### config.mk
export PLATFORM = sky130hd
export DESIGN_NAME = adder_flit_injector_flat
export DESIGN_NICKNAME = d
export VERILOG_FILES = /design/src/rtl/adder_flit_injector_if.sv /design/src/rtl/adder_flit_injector.sv /design/src/flat_wrapper.sv
export SDC_FILE = /design/constraint.sdc
export NUM_CORES = 1
export LEC_CHECK = 0
export CAP_MARGIN = 0
export CORE_AREA = 2 2 87 89
export DETAILED_ROUTE_END_ITERATION = 8
export DIE_AREA = 0 0 89 91
export DONT_BUFFER_PORTS = 1
export PLACE_DENSITY_LB_ADDON = 0.2
export SLEW_MARGIN = 15
export SYNTH_ARGS = -nofsm -noshare
export SYNTH_HDL_FRONTEND = slang
export SYNTH_SLANG_ARGS = --single-unit
export TNS_END_PERCENT = 30
### constraint.sdc
create_clock -name clk -period 3.3 [get_ports clk]
set_input_delay 0.66 -clock clk [delete_from_list [all_inputs] [get_ports clk]]
set_output_delay 0.66 -clock clk [all_outputs]
set_load 0.05 [all_outputs]
### src/rtl/adder_flit_injector_if.sv
// Flit link between the injector and the downstream adder operands.
// The master drives valid and both operand halves; the slave returns ready.
interface adder_flit_injector_if #(
  parameter int N = 16
);
  logic         valid;
  logic         ready;
  logic [N-1:0] input1;
  logic [N-1:0] input2;

  modport master (output valid, output input1, output input2, input ready);
  modport slave  (input valid, input input1, input input2, output ready);
endinterface

### src/rtl/adder_flit_injector.sv
// Packetized operand injector for the adder with deterministic bit toggling per flit.
// Optional switching-activity counter is enabled by defining ADDER_FLIT_INJECTOR_TOGCNT_EN.
module adder_flit_injector #(
  parameter int N           = 16,
  parameter int PAYLOAD     = 20,
  parameter int GAP_CYCLES  = 7,
  parameter int NUM_PACKETS = 10,
  parameter int TOGGLES     = 8,
  parameter int ROT         = 8
) (
  input  logic                   clk,
  input  logic                   rst,
  input  logic                   start,
  adder_flit_injector_if.master  flit,
  output logic                   busy,
  output logic                   done,
  output logic [15:0]            pkt_cnt
`ifdef ADDER_FLIT_INJECTOR_TOGCNT_EN
  ,
  output logic [31:0]            toggle_cnt
`endif
);

  localparam int W2    = 2 * N;
  localparam int PW    = (W2 > 1) ? $clog2(W2) : 1;
  localparam int ROT_M = ROT % W2;
  localparam int FW    = $clog2(PAYLOAD) + 1;
  localparam int GW    = $clog2(GAP_CYCLES) + 1;

  typedef enum logic [1:0] {
    S_IDLE = 2'd0,
    S_SEND = 2'd1,
    S_GAP  = 2'd2,
    S_DONE = 2'd3
  } state_t;

  state_t          state_q;
  logic [W2-1:0]   w_q;
  logic [PW-1:0]   p_q;
  logic [FW-1:0]   flit_q;
  logic [GW-1:0]   gap_q;
  logic [15:0]     pkt_q;
  logic            valid_q;
  logic            busy_q;
  logic            done_q;

  logic [W2-1:0]   w_d;
  logic [PW-1:0]   p_d;
  logic [PW:0]     psum;
  logic            pkt_end;
  logic            last_pkt;
  logic            load;

  // TOGGLES consecutive ones starting at bit p, wrapping around the flit word.
  function automatic logic [W2-1:0] mask_f(input logic [PW-1:0] p);
    logic [W2-1:0] m;
    logic [PW:0]   idx;
    m = '0;
    for (int i = 0; i < W2; i++) begin
      idx = {1'b0, p} + (PW+1)'(i);
      if (idx >= (PW+1)'(W2)) idx = idx - (PW+1)'(W2);
      if (i < TOGGLES) m[idx[PW-1:0]] = 1'b1;
    end
    return m;
  endfunction

`ifdef ADDER_FLIT_INJECTOR_TOGCNT_EN
  function automatic logic [31:0] popcnt_f(input logic [W2-1:0] v);
    logic [31:0] c;
    c = '0;
    for (int i = 0; i < W2; i++) c = c + 32'(v[i]);
    return c;
  endfunction

  logic [31:0] tog_q;
`endif

  always_comb begin
    w_d  = w_q ^ mask_f(p_q);
    psum = {1'b0, p_q} + (PW+1)'(ROT_M);
    if (psum >= (PW+1)'(W2)) psum = psum - (PW+1)'(W2);
    p_d  = psum[PW-1:0];
  end

  // A packet ends on the transfer of its final flit; loads happen on any new flit.
  always_comb begin
    pkt_end  = (state_q == S_SEND) && flit.ready && (flit_q == FW'(PAYLOAD));
    last_pkt = (pkt_q + 16'd1) == 16'(NUM_PACKETS);
    load     = 1'b0;
    case (state_q)
      S_IDLE:  load = start;
      S_SEND:  load = flit.ready &&
                      ((flit_q != FW'(PAYLOAD)) || (!last_pkt && (GAP_CYCLES == 0)));
      S_GAP:   load = (gap_q == GW'(1));
      default: load = 1'b0;
    endcase
  end

  always_ff @(posedge clk) begin
    if (rst) begin
      state_q <= S_IDLE;
      w_q     <= '0;
      p_q     <= '0;
      flit_q  <= '0;
      gap_q   <= '0;
      pkt_q   <= '0;
      valid_q <= 1'b0;
      busy_q  <= 1'b0;
      done_q  <= 1'b0;
`ifdef ADDER_FLIT_INJECTOR_TOGCNT_EN
      tog_q   <= '0;
`endif
    end else begin
      done_q <= 1'b0;
      if (load) begin
        w_q     <= w_d;
        p_q     <= p_d;
        valid_q <= 1'b1;
      end
`ifdef ADDER_FLIT_INJECTOR_TOGCNT_EN
      if (state_q == S_IDLE && start) tog_q <= popcnt_f(w_d ^ w_q);
      else if (load)                  tog_q <= tog_q + popcnt_f(w_d ^ w_q);
`endif
      case (state_q)
        S_IDLE: begin
          if (start) begin
            flit_q  <= FW'(1);
            pkt_q   <= '0;
            busy_q  <= 1'b1;
            state_q <= S_SEND;
          end
        end
        S_SEND: begin
          if (pkt_end) begin
            pkt_q <= pkt_q + 16'd1;
            if (last_pkt) begin
              valid_q <= 1'b0;
              busy_q  <= 1'b0;
              done_q  <= 1'b1;
              state_q <= S_DONE;
            end else if (GAP_CYCLES == 0) begin
              flit_q <= FW'(1);
            end else begin
              valid_q <= 1'b0;
              gap_q   <= GW'(GAP_CYCLES);
              state_q <= S_GAP;
            end
          end else if (flit.ready) begin
            flit_q <= flit_q + FW'(1);
          end
        end
        S_GAP: begin
          if (gap_q == GW'(1)) begin
            flit_q  <= FW'(1);
            state_q <= S_SEND;
          end else begin
            gap_q <= gap_q - GW'(1);
          end
        end
        S_DONE:  state_q <= S_IDLE;
        default: state_q <= S_IDLE;
      endcase
    end
  end

  assign flit.valid  = valid_q;
  assign flit.input1 = w_q[N-1:0];
  assign flit.input2 = w_q[W2-1:N];
  assign busy        = busy_q;
  assign done        = done_q;
  assign pkt_cnt     = pkt_q;
`ifdef ADDER_FLIT_INJECTOR_TOGCNT_EN
  assign toggle_cnt  = tog_q;
`endif

endmodule
### src/flat_wrapper.sv
// flat-port wrapper written by rule: the top's interface ports become plain ports
module adder_flit_injector_flat 
#(
  parameter int N           = 16,
  parameter int PAYLOAD     = 20,
  parameter int GAP_CYCLES  = 7,
  parameter int NUM_PACKETS = 10,
  parameter int TOGGLES     = 8,
  parameter int ROT         = 8
)
  (clk, rst, start, busy, done, pkt_cnt, flit_valid, flit_input1, flit_input2, flit_ready);
  adder_flit_injector_if #(.N(N)) flit_i ();
  input  logic clk;
  input  logic rst;
  input  logic start;
  output logic busy;
  output logic done;
  output logic [15:0] pkt_cnt;
  output wire logic [$bits(flit_i.valid)-1:0] flit_valid;
  output wire logic [$bits(flit_i.input1)-1:0] flit_input1;
  output wire logic [$bits(flit_i.input2)-1:0] flit_input2;
  input wire logic [$bits(flit_i.ready)-1:0] flit_ready;
  assign flit_valid = flit_i.valid;
  assign flit_input1 = flit_i.input1;
  assign flit_input2 = flit_i.input2;
  assign flit_i.ready = flit_ready;
  adder_flit_injector #(.N(N), .PAYLOAD(PAYLOAD), .GAP_CYCLES(GAP_CYCLES), .NUM_PACKETS(NUM_PACKETS), .TOGGLES(TOGGLES), .ROT(ROT)) u_core (.clk(clk), .rst(rst), .start(start), .flit(flit_i), .busy(busy), .done(done), .pkt_cnt(pkt_cnt));
endmodule
==> results of run 1 <==
critical path, delay by kind of cell (launching register included):
| family | cells | cell delay (ps) |
|---|---|---|
| flops | 1 | 340 |
| fa+ha+maj | 1 | 270 |
| simple gates | 4 | 1830 |
| xor+xnor | 1 | 150 |
| compound gates | 1 | 120 |
cell type report:
class,count,area (µm²)
multi-input combinational,265,1670
clock buffer,10,128
fill,699,3650
timing repair buffer,18,135
tap,99,124
sequential,65,1300
inverter,9,33.8
clock inverter,6,92.6
per-stage QoR:
step	instance area (µm²)	worst slack [ps]	hold WS [ps]
2_1_floorplan	3100	131	459
3_5_place_dp	3260	462	493
6_report	3480	449	369
3_3_place_gp	3260	517	486
5_1_grt	3480	257	345
4_1_cts	3480	466	353
synth_stat cells, types with 2 or more instances:
library cell | number | area [µm²]
a211oi_1 | 2 | 15.0
a21o_1 | 2 | 15.0
a21oi_1 | 23 | 115
a311oi_1 | 4 | 35.0
a31oi_1 | 6 | 37.5
and2_1 | 2 | 12.5
and3_1 | 3 | 18.8
buf_2 | 3 | 15.0
clkbuf_1 | 18 | 67.6
dfxtp_1 | 65 | 1300
ha_1 | 10 | 125
inv_1 | 9 | 33.8
nand2_1 | 22 | 82.6
nand2b_1 | 5 | 31.3
nand3_1 | 6 | 30.0
nand3_2 | 2 | 20.0
nand3b_1 | 2 | 15.0
nand4_1 | 5 | 31.3
nor2_1 | 67 | 251
nor2b_1 | 2 | 12.5
nor3_1 | 11 | 55.1
nor4_1 | 6 | 37.5
o2111ai_1 | 2 | 17.5
o21ai_0 | 10 | 50.1
o21ai_2 | 4 | 35.0
xnor2_1 | 4 | 35.0
xor2_1 | 39 | 342
worst max-delay path by stage:
stage	slack [ps]	cells past startpoint	endpoint	from
floorplan	130	7	u_core.state_q[0]$_SDFFE_PP0P_	u_core.pkt_cnt[0]$_SDFFE_PP0P_
global placement	520	7	u_core.gap_q[1]$_SDFFE_PP0P_	u_core.pkt_cnt[0]$_SDFFE_PP0P_
detailed placement	460	7	u_core.gap_q[0]$_SDFFE_PP0P_	u_core.pkt_cnt[1]$_SDFFE_PP0P_
CTS	470	7	u_core.gap_q[0]$_SDFFE_PP0P_	u_core.pkt_cnt[1]$_SDFFE_PP0P_
global route	260	7	u_core.gap_q[1]$_SDFFE_PP0P_	u_core.pkt_cnt[0]$_SDFFE_PP0P_
finish	450	7	u_core.gap_q[0]$_SDFFE_PP0P_	u_core.pkt_cnt[1]$_SDFFE_PP0P_
cells by family (layout without fill, tap and decap cells):
kind of cell             Yosys count  count (layout)  share of synthesized area, %
XOR/XNOR                          43              43                          12.1
buffers and inverters             32              43                          4.24
flip-flops                        65              65                          42.0
AO/OA/AOI/OAI                     65              65                          13.9
multiplexers                       1               1                         0.323
AND/OR/NAND/NOR                  146             146                          23.4
adder cells (fa/ha/maj)           10              10                          4.03
layout by cell type (no fill, tap or decap), types with 5 or more instances in the layout:
master / instances
nand3_1: 6
nor3_1: 11
a31oi_1: 6
inv_1: 9
xor2_1: 39
ha_1: 10
nor4_1: 6
nand2_1: 22
dfxtp_1: 65
a21oi_1: 23
nor2_1: 67
nand4_1: 5
nand2b_1: 5
o21ai_0: 10
clkbuf_8: 9
buf_4: 18
registers in the layout, indices dropped and copies added, names as in the netlist:
signal and cells:
u_core.w_q 32, u_core.pkt_cnt 16, u_core.flit_q 6, u_core.gap_q 4, u_core.p_q 2, u_core.state_q 2
u_core.busy 1, u_core.done 1, u_core.flit.valid 1
metal layers:
layer | wire (µm) | part of all wire [%]
met1 | 3210 | 47
met2 | 2990 | 44
met3 | 466 | 6.8
met4 | 143 | 2.1
met5 | 0 | 0
power by group:
part	switching, mW	leakage, nW	internal, mW
Combinational	0.0734	0.687	0.0558
Clock	0.321	0.103	0.428
Sequential	0.178	0.528	0.830
Total	0.572	1.32	1.31
==> flow_summary.yaml, run 1 <==
floorplan:
  start_util_pct: 43.5
  num_rows: 31
  dieArea_um2: 8100
  floorplan.die.height_um: 91
  die_w_um: 89
  coreArea_um2: 7140
  boundaryPins: 55
layout:
  areaGrowthSynthToFinish_pct: 12.3
  drive_gt1_share_pct: 13.1
  layout.nets: 382
  antenna_cells_inserted: 0
  post-route-util_pct: 48.8
  final_cells: 472
synth:
  post_synth_instance_area_um2: 3100
  syn-instance-count: 362
  ys_seq_elements: 65
  synth-main-ff-cell: "dfxtp_1"
  yosysWarnings: 0
  post_synth_edffs: 0
  syn_avg_cell_area_um2: 8.57
  ys_types: 55
  yosysSeqAreaShare_pct: 42.0
  synth_async_sr_flop_share_pct: 0
  postSynthNetCount: 376
sta:
  rsz0062_at_grt: "no"
  hold_viol: 0
  fin_worst_skew_ps: 8.56
  clock.fmax_mhz: 351
  worstMarginPinSlew_ps: 987
  finalCriticalPeriod_ps: 2850
  min_period_over_period_pct: 86.4
  setup-violations-final: 0
  timing.max_slew.rel_slack_pct: 34.2
  setup_total_negative_slack_ps: 0
  final-max-slew-violation-count: 0
drt:
  first_pass_iters: 4
  route.detailed.drc: 0
  dr_total_vias: 2489
  drtAntennaViolNets: 0
  drt-vias-per-instance: 5.27
  drt_iter0_markers: 153
  detail_route.wirelength_mm: 6.81
  detail_route.wl_per_cell_um: 14.4
placed_design:
  placed_cells: 456
  dp.final_hpwl_mm: 4.44
  port_buffers: 0
  gp_congestion: 0.803
cts:
  cts_root_buf: "clkbuf_8"
  clock_insertion_delay_worst_skew_ps: 350
  cts.repair.resized: 0
  clock_path_buffers: 2
  cts_tree: "yes"
  cts.htree.levels: 3
  cts_hold_repair.buffers: 0
  clk_pin_slew_ps: 70
  post_cts_buffers: 0
  clock_sink_count: 65
  cts-buffers-inserted: 9
min_path:
  hold_start: "rst"
  min-delay-path-class: "in2reg"
  hold_end: "u_core.w_q[14]$_SDFFE_PP0P_"
  hold-path-cell-count: 1
setup_path:
  r2r_setup_slack_ps: 450
  critPathMaxFanout: 10
  timing.critical_path.slowest_cell_delay_ps: 580
  worst-r2r-cell-count: 7
  critical_path.slowest_cell: "or4_1"
  timing.critical_path.to_type: "flip-flop"
  timing.rr.start: "u_core.pkt_cnt[1]$_SDFFE_PP0P_"
  data_arrival_time_of_the_worst_path_ps: 3060
  crit_type: "reg2reg"
  required_ps: 3510
  cp-start-kind: "flip-flop"
  timing.critical_path.cells: "ha_1, nand3_2, or4_1, xnor2_1, or4_4, nor4_2, a21oi_1"
  r2r-end: "u_core.gap_q[0]$_SDFFE_PP0P_"
global_route:
  wire_length_of_the_first_global_routing_pass_mm: 11.5
  global_route.usage.met1_pct: 24.3
  grtUsageMet3_pct: 6.36
  global_route.overflow_total: 0
  antenna_found_initial: 0
  globalRouteTotalUtil_pct: 18.4
  globalRouteMet2Util_pct: 27.0
  pin_count_of_the_biggest_net_entering_global_routing: 63
  busiest_layer_in_global_routing: "met2"
  first_global_vias: 2371
pwr:
  worst_ir_drop_on_vdd_uv: 309
  pwr_density_cell_nw_per_um2: 541
  totalPowerFinal_mw: 1.89
  p_leak_nw: 1.32
status:
  status: "completed"
run:
  cap_violations: 0
Note: power is estimated with default switching activity, not from simulation.
==> run 2, diff against run 1 <==
--- a/config.mk
+++ b/config.mk
@@ -8,4 +8,6 @@
 export CAP_MARGIN = 0
 export CORE_AREA = 2 2 87 89
+export CTS_BUF_LIST = sky130_fd_sc_hd__clkbuf_8 sky130_fd_sc_hd__clkbuf_16
+export CTS_CLUSTER_DIAMETER = 50
 export DETAILED_ROUTE_END_ITERATION = 8
 export DIE_AREA = 0 0 89 91
==> constraint.sdc (replaced) <==
create_clock -name clk -period 3.3 [get_ports clk]
set_input_delay 0.495 -clock clk [delete_from_list [all_inputs] [get_ports clk]]
set_output_delay 0.495 -clock clk [all_outputs]
set_load 0.05 [all_outputs]
==> run 2 against run 1 <==
Against the previous run: clock skew grew 1.3 ps; critical path type unchanged; worst hold slack lost 150 ps; via count shrank 0.40%; largest cell class unchanged; register-to-register slack is essentially flat; utilization grew 0.070 points.
==> flow_summary.yaml, run 2 (synthesis gave the netlist of run 1 again) <==
cts:
  post_cts_buffers: 0
  cts_root_buf: "clkbuf_8"
  cts_tree: "yes"
  clk_pin_slew_ps: 70
  cts.repair.resized: 0
  clock_sink_count: 65
  cts-buffers-inserted: 9
  cts_hold_repair.buffers: 0
  clock_insertion_delay_worst_skew_ps: 340
  clock_path_buffers: 2
  cts.htree.levels: 3
sta:
  hold_viol: 0
  clock.fmax_mhz: 349
  finalCriticalPeriod_ps: 2870
  timing.max_slew.rel_slack_pct: 39.8
  fin_worst_skew_ps: 9.85
  rsz0062_at_grt: "no"
  final.hold.worst_slack_ps: 221
  setup_total_negative_slack_ps: 0
  setup-violations-final: 0
  final-max-slew-violation-count: 0
  worstMarginPinSlew_ps: 903
  min_period_over_period_pct: 86.8
floorplan:
  start_util_pct: 43.5
  boundaryPins: 55
  floorplan.die.height_um: 91
  die_w_um: 89
  num_rows: 31
  dieArea_um2: 8100
  coreArea_um2: 7140
drt:
  drt_iter0_markers: 125
  drtAntennaViolNets: 0
  drt-vias-per-instance: 5.25
  detail_route.wl_per_cell_um: 14.4
  route.detailed.drc: 0
  detail_route.wirelength_mm: 6.82
  first_pass_iters: 4
  dr_total_vias: 2479
global_route:
  pin_count_of_the_biggest_net_entering_global_routing: 63
  wire_length_of_the_first_global_routing_pass_mm: 11.7
  globalRouteTotalUtil_pct: 18.2
  first_global_vias: 2450
  antenna_found_initial: 0
  global_route.overflow_total: 0
pwr:
  power.share.combinational_pct: 6.9
  pwr_density_cell_nw_per_um2: 539
  power_switching_mw: 0.555
  p_leak_nw: 1.32
  power_frac_clock_pct: 39.5
  internal_power_mw: 1.33
  sequentialPowerShare_pct: 53.6
  sw_frac_of_total_pct: 29.5
  worst_ir_drop_on_vdd_uv: 368
layout:
  commonest_non_fill_non_tap_cells_in_the_layout: "67 x nor2_1, 65 x dfxtp_1, 39 x xor2_1"
  most_frequent_standard_cell_in_the_layout_excluding_fill_and_tap_cells: "nor2_1"
  areaGrowthSynthToFinish_pct: 12.5
  largest_register_ff_count: 32
  largest_register: "u_core.w_q"
  antenna_cells_inserted: 0
  layout.nets: 383
  drive_gt1_share_pct: 13.4
setup_path:
  critPathMaxFanout: 10
  crit_type: "reg2reg"
  timing.critical_path.cells: "ha_1, nand3_2, or4_1, xnor2_1, or4_4, nor4_2, a21oi_1"
  cp-start-kind: "flip-flop"
  critical_path.slowest_cell: "or4_1"
  timing.critical_path.slowest_cell_delay_ps: 580
  timing.critical_path.to_type: "flip-flop"
  data_arrival_time_of_the_worst_path_ps: 3070
  required_ps: 3500
placed_design:
  gp_congestion: 0.862
  dp.final_hpwl_mm: 4.61
  port_buffers: 0
min_path:
  min-delay-path-class: "in2reg"
status:
  status: "completed"
run:
  cap_violations: 0
run 2: cell types whose count changed in the layout (fill, tap and decap cells not counted):
cell	before	now
clkbuf_8	9	10
clkinv_2	0	1
clkinv_4	2	0
buf_4	18	19
clkbuf_1	1	0
run 2: critical path: cells and delay by family (launching register included):
family	cells	cell delay (ps)
adder cells (fa/ha/maj)	1	280
AO/OA/AOI/OAI	1	130
XOR/XNOR	1	160
flip-flops	1	340
AND/OR/NAND/NOR	4	1830
run 2: final cells by class:
class                   count  area [µm²]
well taps                  99         124
clock inverters             5        80.1
repair buffers             19         143
fillers                   726        3650
inverters                   9        33.8
flip-flops and latches     65        1300
clock buffers              10         138
multi-input cells         265        1670
run 2: metal layers:
metal  share of wire, %  up-vias  global-route usage [%]
li1                   -     1255                       -
met1                 49     1151                    24.3
met2                 43       60                    27.4
met3                6.1       13                    5.55
met4                1.9        0                    6.84
met5                  0        -                       0
run 2: power by group through the flow:
stage                     Sequential (mW)  Combinational [mW]  Clock, mW
final                                1.01               0.129      0.743
after floorplan                      1.02               0.119          0
after global routing                 1.01               0.150      0.797
after detailed placement             1.03               0.129          0
after global placement               1.03               0.125          0
after CTS                            1.01               0.131      0.765
run 2: worst paths after layout:
check                                               startpoint                            to  slack, ps  depth (start not counted)
worst max-delay path            u_core.pkt_cnt[1]$_SDFFE_PP0P_  u_core.gap_q[1]$_SDFFE_PP0P_        430                          7
worst min-delay path                                       rst   u_core.w_q[11]$_SDFFE_PP0P_        220                          1
worst max register to register  u_core.pkt_cnt[1]$_SDFFE_PP0P_  u_core.gap_q[1]$_SDFFE_PP0P_        430                          7
worst min register to register    u_core.gap_q[2]$_SDFFE_PP0P_  u_core.gap_q[2]$_SDFFE_PP0P_        500                          2
run 2: through the flow:
step                power, mW  util (%)  cells  setup slack [ps]  area (µm²)
floorplan                1.13         -    362               131        3100
global placement         1.15      45.8    457               526        3270
detailed placement       1.16      45.8    457               425        3270
CTS                      1.91      48.9    472               403        3490
global route             1.96      48.9    472               196        3490
finish                   1.88      48.9    472               435        3490
